<file path="config.mk">
export PLATFORM = sky130hd
export DESIGN_NAME = riscv_div_issue_ctrl
export DESIGN_NICKNAME = d
export VERILOG_FILES = /design/src/rtl/riscv_div_issue_ctrl.sv
export SDC_FILE = /design/constraint.sdc
export NUM_CORES = 1
export LEC_CHECK = 0
export ABC_CLOCK_PERIOD_IN_PS = 1700
export BUFFER_PORTS_ARGS = -buffer_cell sky130_fd_sc_hd__buf_2
export CAP_MARGIN = 0
export CORE_AREA = 4 4 154 156
export CTS_BUF_LIST = sky130_fd_sc_hd__clkbuf_4 sky130_fd_sc_hd__clkbuf_8
export DETAILED_ROUTE_END_ITERATION = 8
export DIE_AREA = 0 0 158 160
export PLACE_DENSITY_LB_ADDON = 0.1
export SYNTH_ARGS = -nofsm -noshare
export SYNTH_HDL_FRONTEND = slang
export SYNTH_SLANG_ARGS = --single-unit
</file>
<file path="constraint.sdc">
create_clock -name i_riscv_divctl_clk -period 1.7 [get_ports i_riscv_divctl_clk]
set_clock_uncertainty 0.15 [all_clocks]
set_input_delay 0.255 -clock i_riscv_divctl_clk [delete_from_list [all_inputs] [get_ports i_riscv_divctl_clk]]
set_output_delay 0.255 -clock i_riscv_divctl_clk [all_outputs]
set_load 0.005 [all_outputs]
</file>
<file path="src/rtl/riscv_div_issue_ctrl.sv">
// riscv_div_issue_ctrl: issue/stall sequencer in front of the 64-bit iterative divider.
// Define RISCV_DIVCTL_FASTPATH_EN to resolve divide-by-zero and signed overflow without the divider.
module riscv_div_issue_ctrl #(
    parameter int TIMEOUT_CYCLES = 255
) (
    input  logic        i_riscv_divctl_clk,
    input  logic        i_riscv_divctl_rst,
    input  logic        i_riscv_divctl_valid,
    input  logic [1:0]  i_riscv_divctl_op,
    input  logic        i_riscv_divctl_word,
    input  logic [63:0] i_riscv_divctl_rs1data,
    input  logic [63:0] i_riscv_divctl_rs2data,
    input  logic        i_riscv_divctl_flush,
    input  logic [63:0] i_riscv_divctl_div_result,
    input  logic        i_riscv_divctl_div_valid,
    output logic [2:0]  o_riscv_divctl_divctrl,
    output logic [63:0] o_riscv_divctl_rs1data,
    output logic [63:0] o_riscv_divctl_rs2data,
    output logic [63:0] o_riscv_divctl_result,
    output logic        o_riscv_divctl_result_valid,
    output logic        o_riscv_divctl_stall,
    output logic        o_riscv_divctl_err
);
    localparam logic [1:0] S_IDLE  = 2'd0;
    localparam logic [1:0] S_RUN   = 2'd1;
    localparam logic [1:0] S_DONE  = 2'd2;
    localparam logic [1:0] S_DRAIN = 2'd3;

    logic [1:0]  r_state, r_op;
    logic        r_word, r_discard, r_fast, r_err;
    logic [7:0]  r_wd;
    logic [63:0] r_rs1, r_rs2, r_result;
    logic        w_accept, w_signed, w_wait, w_timeout, w_kill, w_fast;
    logic [63:0] w_rs1, w_rs2, w_fmt, w_fast_res;

    assign w_accept  = r_state == S_IDLE && i_riscv_divctl_valid && !i_riscv_divctl_flush;
    assign w_signed  = !i_riscv_divctl_op[0];
    assign w_rs1     = i_riscv_divctl_word ? {{32{w_signed & i_riscv_divctl_rs1data[31]}}, i_riscv_divctl_rs1data[31:0]}
                                           : i_riscv_divctl_rs1data;
    assign w_rs2     = i_riscv_divctl_word ? {{32{w_signed & i_riscv_divctl_rs2data[31]}}, i_riscv_divctl_rs2data[31:0]}
                                           : i_riscv_divctl_rs2data;
    assign w_fmt     = r_word ? {{32{i_riscv_divctl_div_result[31]}}, i_riscv_divctl_div_result[31:0]}
                              : i_riscv_divctl_div_result;
    assign w_wait    = r_state == S_RUN || r_state == S_DRAIN;
    assign w_timeout = w_wait && !i_riscv_divctl_div_valid && r_wd == 8'(TIMEOUT_CYCLES - 1);
    assign w_kill    = r_discard || i_riscv_divctl_flush;

`ifdef RISCV_DIVCTL_FASTPATH_EN
    logic w_zero, w_ovf;
    assign w_zero     = i_riscv_divctl_word ? i_riscv_divctl_rs2data[31:0] == 32'd0 : i_riscv_divctl_rs2data == 64'd0;
    assign w_ovf      = w_signed && &w_rs2 &&
                        w_rs1 == (i_riscv_divctl_word ? 64'hFFFF_FFFF_8000_0000 : 64'h8000_0000_0000_0000);
    assign w_fast     = w_zero || w_ovf;
    // On overflow the prepared dividend already is INT_MIN of the active width.
    assign w_fast_res = w_zero ? (i_riscv_divctl_op[1] ? (i_riscv_divctl_word ? {{32{w_rs1[31]}}, w_rs1[31:0]} : w_rs1) : '1)
                               : (i_riscv_divctl_op[1] ? '0 : w_rs1);
`else
    assign w_fast     = 1'b0;
    assign w_fast_res = '0;
`endif

    always_ff @(posedge i_riscv_divctl_clk) begin
        if (i_riscv_divctl_rst) begin
            r_state   <= S_IDLE;
            r_op      <= '0;
            r_word    <= 1'b0;
            r_rs1     <= '0;
            r_rs2     <= '0;
            r_result  <= '0;
            r_discard <= 1'b0;
            r_fast    <= 1'b0;
            r_err     <= 1'b0;
            r_wd      <= '0;
        end else begin
            r_err <= w_timeout;
            if (w_wait && !i_riscv_divctl_div_valid) r_wd <= r_wd + 8'd1;
            case (r_state)
                S_IDLE: if (w_accept) begin
                    r_op     <= i_riscv_divctl_op;
                    r_word   <= i_riscv_divctl_word;
                    r_rs1    <= w_rs1;
                    r_rs2    <= w_rs2;
                    r_fast   <= w_fast;
                    r_result <= w_fast_res;
                    r_wd     <= '0;
                    r_state  <= w_fast ? S_DONE : S_RUN;
                end
                S_RUN: begin
                    if (i_riscv_divctl_div_valid) begin
                        if (!w_kill) r_result <= w_fmt;
                        r_wd    <= '0;
                        r_state <= w_kill ? S_DRAIN : S_DONE;
                    end else if (w_timeout) begin
                        r_discard <= 1'b0;
                        r_state   <= S_IDLE;
                    end else if (i_riscv_divctl_flush) begin
                        r_discard <= 1'b1;
                    end
                end
                S_DONE: begin
                    r_wd    <= '0;
                    r_state <= r_fast ? S_IDLE : S_DRAIN;
                end
                S_DRAIN: if (i_riscv_divctl_div_valid || w_timeout) begin
                    r_discard <= 1'b0;
                    r_state   <= S_IDLE;
                end
            endcase
        end
    end

    // Start stays high through the valid cycle, which makes the divider rerun once; DRAIN absorbs that run.
    assign o_riscv_divctl_divctrl      = {r_state == S_RUN, r_op};
    assign o_riscv_divctl_rs1data      = r_rs1;
    assign o_riscv_divctl_rs2data      = r_rs2;
    assign o_riscv_divctl_result       = r_result;
    assign o_riscv_divctl_result_valid = r_state == S_DONE;
    assign o_riscv_divctl_stall        = i_riscv_divctl_valid && !i_riscv_divctl_flush && r_state != S_DONE;
    assign o_riscv_divctl_err          = r_err;
endmodule
</file>
=== Yosys cells after proc, flatten, opt, wreduce, memory -nomap -nowiden ===
Index checks and enable logic that the tools add are counted.

* Flip-flop bits (word level): 207
* Output and inout port bits: 198
* Logic and storage cells: 65

* Add/sub/neg operators: 1
* Equal/unequal tests: 12
* Multiplexer cells: 22
* Bitwise operators: 2
* Reduce and logical (&&, ||, !) cells: 19

{| class="wikitable"
|+ Operators with widths
! operator !! count
|-
| 64-bit two-way mux || 6
|-
| 64-bit case mux with 2 select lines || 1
|-
| 8-bit two-way mux || 3
|-
| 8-bit case mux with 3 select lines || 1
|-
| 2-bit != test (second input constant) || 5
|-
| 8-bit by 1-bit adder with 8-bit output (second input constant) || 1
|-
| 8-bit == test (second input constant) || 1
|-
| 2-bit two-way mux || 4
|-
| 2-bit case mux with 4 select lines || 1
|-
| 4-bit AND reduction || 2
|-
| 1-bit logical AND || 6
|-
| 3-bit by 2-bit != test with 1-bit output (second input constant) || 2
|-
| 1-bit two-way mux || 5
|-
| 2-bit == test (second input constant) || 2
|-
| 2-bit nonzero test || 2
|-
| 1-bit logical NOT || 3
|-
| 1-bit logical OR || 3
|-
| 3-bit AND reduction || 1
|-
| 1-bit bitwise AND || 2
|-
| 2-bit by 1-bit == test with 1-bit output (second input constant) || 1
|-
| 2-bit logical NOT || 1
|-
| 2-bit by 1-bit != test with 1-bit output (second input constant) || 1
|-
| 1-bit case mux with 2 select lines || 1
|-
| 2-bit AND reduction || 1
|}

=== Longest topological paths before layout ===
* Depth in word-level cells: 7
* Mapped depth: 6
* Mapped depth without buffers: 5

=== Least setup slack after synthesis ===
OpenSTA, ideal clock, no wires.

* Kind: reg-to-reg
* Start point: register with a tool-made name
* End point: register r_rs2[52] (netlist: o_riscv_divctl_rs2data[52])
* Setup time: 0.119 ns
* Arrival: 1.391 ns
* Data required time: 1.431 ns
* Setup slack: 0.040 ns
* Cell stages (with the launch flop): 6
* Buffers on the path: 2
* Clock period less this slack: 1.660 ns
* Cells stage by stage: dfxtp_1 -> or4b_1 -> buf_2 -> a31oi_4 -> buf_6 -> a21oi_1

{| class="wikitable"
|+ RTL lines
! what !! RTL line !! source
|-
| end signal, assigned || 82 || <nowiki>r_rs2 <= w_rs2;</nowiki>
|-
| end, declared || 32 || <nowiki>logic [63:0] r_rs1, r_rs2, r_result;</nowiki>
|}

=== Worst setup path after layout ===
* Start point: register r_state[0]
* End point: register r_result[5] (netlist: o_riscv_divctl_result[5])

* Word-level cells in the longest chain between the ends: 5

{| class="wikitable"
|+ RTL lines
! what !! RTL line !! source
|-
| start, declared || 29 || <nowiki>logic [1:0] r_state, r_op;</nowiki>
|-
| start signal, assigned || 86 || <nowiki>r_state <= w_fast ? S_DONE : S_RUN;</nowiki>
|-
| start signal, assigned || 92 || <nowiki>r_state <= w_kill ? S_DRAIN : S_DONE;</nowiki>
|-
| start signal, assigned || 102 || <nowiki>r_state <= r_fast ? S_IDLE : S_DRAIN;</nowiki>
|-
| 2-bit logical NOT || 36, 77 ||
|-
| 1-bit logical AND (2 in series) || 36 || <nowiki>assign w_accept = r_state == S_IDLE && i_riscv_divctl_valid && !i_riscv_divctl_flush;</nowiki>
|-
| 2-bit != test (no line) || - ||
|-
| 4-bit AND reduction (no line) || - ||
|-
| end signal, assigned || 84 || <nowiki>r_result <= w_fast_res;</nowiki>
|-
| end signal, assigned || 90 || <nowiki>if (!w_kill) r_result <= w_fmt;</nowiki>
|-
| end, declared || 32 ||
|}

Several ways; a longest one is shown, not always the timed one.
A chain may end at the register's enable or synchronous reset.

==> flow_summary.yaml <==
outcome:
  status: "finished with violations"
  violations: "setup timing"
timing:
  finalHoldViolCount: 0
  fmax_mhz: 534.8
  drv_slew: 0
  setup_violations: 199
  post-route-period-util: 1.100
  rsz0062_at_grt: "yes"
  tightest_slew_ps: 857.2
  relSlewSlack: 0.4286
  timing.final.ws_setup_ps: -170.0
  final.min_clock_period_ps: 1870
yosys:
  ys_seq_elements: 207
  synthCells: 842
  ys.flop_type: "dfxtp_1"
  syn_area_sq_um: 7924
  yosys_warnings: 0
  synth_nets: 1044
  ys_types: 42
  synth_top_area_share: 0.5230
  synth_area_leaders: "dfxtp_1 (52%), a21oi_1 (8.1%), a32o_1 (8.1%)"
  async_flop_share: 0
  synth-edff-count: 0
  synth-seq-area-share: 0.5230
  synth_area_per_cell_sq_um: 9.411
  yosysTopAreaCell: "dfxtp_1"
clocking:
  worstSkewPairLatency_ps: 510
  numCtsBuffers: 38
  clock_tree.root_cell: "clkbuf_8"
  cts.clk_slew.worst_paths_ps: 60
  cts_buffer_depth: 3
  cts_tree: "built"
  clock-sinks: 207
  htree_levels: 2
grt:
  grt.total_usage: 0.2270
  grt_max_degree: 53
  grt_pass1_wl_um: 46860
  antenna_found_initial: 1
  grt-ovfl-total: 0
  grt_pass1_vias: 8855
power_and_ir_drop:
  sequentialPowerShare: 0.417
  switching_share: 0.2590
  power.internal_uw: 9304
  ir_drop_uv: 623.7
  p_clk_frac: 0.386
  power_frac_comb: 0.198
  netSwitchingPower_uw: 3252
  pwr_density_cell_nw_per_um2: 849.1
  p_leak_uw: 0.006664
critical_path:
  reg2reg_from: "r_state[0]"
  reg2reg_to: "o_riscv_divctl_result[5]"
  critPathLaunch: "r_state[0]"
  cpPeakStageDelay_ps: 450
  start_kind: "register"
  path_cells: "buf_6 -> buf_6 -> nand2b_4 -> a211o_4 -> buf_16 -> a32o_1"
  crit_arrival_ps: 2110
  required_ps: 1940
  rrSetupSlack_ps: -170
  endpoint: "o_riscv_divctl_result[5]"
  worstRegToRegCells: 6
  end_kind: "register"
  cp_common_cell: "buf_6"
  worst-setup-path-type: "reg2reg"
  cp_slowest_cell: "a211o_4"
  path_max_fanout: 12
placement:
  placedCellCount: 1477
  dpl-instance-area_sq_um: 10260
  dp_hpwl_um: 18270
  gp_congestion: 0.7770
  dp_slack_ps: -233.5
  port-buffer-count: 397
detailed_routing:
  drt_first_pass_iters: 4
  post_drt_wl_per_cell_um: 17.98
  avgViaCountPerCell: 4.911
  wl_um: 32070
  final_antenna_net_count: 0
  drt_drc_violations_left: 0
  drtIter0Drc: 468
  vias: 8757
floorplan:
  pin_count: 398
  die_h_um: 160
  fp.coreArea_sq_um: 22370
  die_area_sq_um: 25280
  initial_core_util: 0.3543
  rows: 55
  die_x_um: 158
worst_hold_path:
  hp-class: "in2reg"
final_layout:
  most-common-layout-cells: "buf_2 (396), dfxtp_1 (205), dlygate4sd3_1 (194)"
  stdcell_area_sq_um: 14790
  fin_cells: 1783
  final_common_cell: "buf_2"
  fin_nets: 1674
  area_growth_syn_to_layout_pct: 86.61
  layout-drive-gt1-share: 0.5013
flow_run:
  max-cap-violations: 0
-- worst min-delay path by stage --
stage,from,to,cells past startpoint
after global placement,o_riscv_divctl_rs2data[7],o_riscv_divctl_rs2data[7],2
after detailed placement,o_riscv_divctl_rs1data[12],o_riscv_divctl_rs1data[12],2
final,i_riscv_divctl_div_valid,o_riscv_divctl_err,3
after CTS,i_riscv_divctl_div_valid,r_state[0],3
after global routing,i_riscv_divctl_div_valid,o_riscv_divctl_err,3
after floorplan,i_riscv_divctl_div_result[0],o_riscv_divctl_result[0],1
-- metal layers --
layer / vias up / routed length (um) / track usage
met1: 4103 / 12390 / 0.2608
li1: 4250 / - / -
met4: 0 / 981 / 0.07484
met2: 332 / 16270 / 0.4036
met5: - / 0 / 0
met3: 72 / 2423 / 0.06314
-- synthesized netlist by cell type, types with 3 or more instances --
cell type    n
buf_6        7
nor2b_1      3
a211oi_1     5
inv_1        5
dfxtp_1    207
buf_4        7
o21ai_0     69
nor3_1       3
mux2_2      32
buf_2       24
a21oi_2      4
clkbuf_1    43
nor2_1       5
a21oi_1    129
a32o_1      64
nand2b_1    66
nand2_1    136
or3_1        4
-- area by class of cell --
cell class                 instances  area (sq um)
fill                            1722          7579
clock inverter                     1         5.005
tap                              285         356.6
multi-input combinational        548          4165
antenna                            2         5.005
timing repair buffer             672          5310
inverter                           5         25.02
clock buffer                      63         773.2
sequential                       207          4146
-- power by group through the flow --
stage	combinational, uW	sequential [uW]	clock, uW
CTS	2190	5210	4950
global placement	1450	5310	0
detailed placement	1440	5310	0
floorplan	681	5330	0
finish	2480	5230	4850
global route	2650	5250	5180
-- flip-flops by register name, indices dropped and copies added (netlist names), 2 cells and up, named ones only --
name and cells:
o_riscv_divctl_rs2data 64, r_wd 8, o_riscv_divctl_result 64, r_op 2
o_riscv_divctl_rs1data 64
-- worst max-delay path: cells and delay by family, from the launching register on --
family	cells	cell delay [ps]
AOI/OAI and AO/OA	2	710
and+or+nand+nor	1	130
DFF	1	320
buffers and inverters	3	430
-- per-stage QoR --
stage                 util  TNS, ps  hold WS [ps]  power [uW]
global placement    0.4589   -33370         288.8        6760
detailed placement  0.4589   -33330         293.1        6752
global route        0.6610   -32910         59.72       13090
floorplan                -        0         230.8        6014
finish              0.6611   -20900         65.55       12560
CTS                 0.6243   -19510         28.43       12350
-- timing repair --
| item | 4_1_cts | 5_1_grt |
|---|---|---|
| hold buffers | 194 | 0 |
| setup endpoints to repair | 206 | 205 |
| pin swaps | 33 | 92 |
| hold endpoints to repair | 194 | 0 |
| setup buffers | 22 | 8 |
| gates cloned | 16 | 8 |
| gates resized for setup | 75 | 216 |
-- cells by family after synthesis --
kind of cell,Yosys count,share of synthesized area
AO/OA/AOI/OAI,283,0.2309
AND/OR/NAND/NOR,229,0.1404
flip-flops,207,0.5230
buffers and inverters,87,0.05495
multiplexers,32,0.04548
XOR/XNOR,2,0.002211
adder cells (fa/ha/maj),2,0.003158
Note: power is estimated with default switching activity, not from simulation.
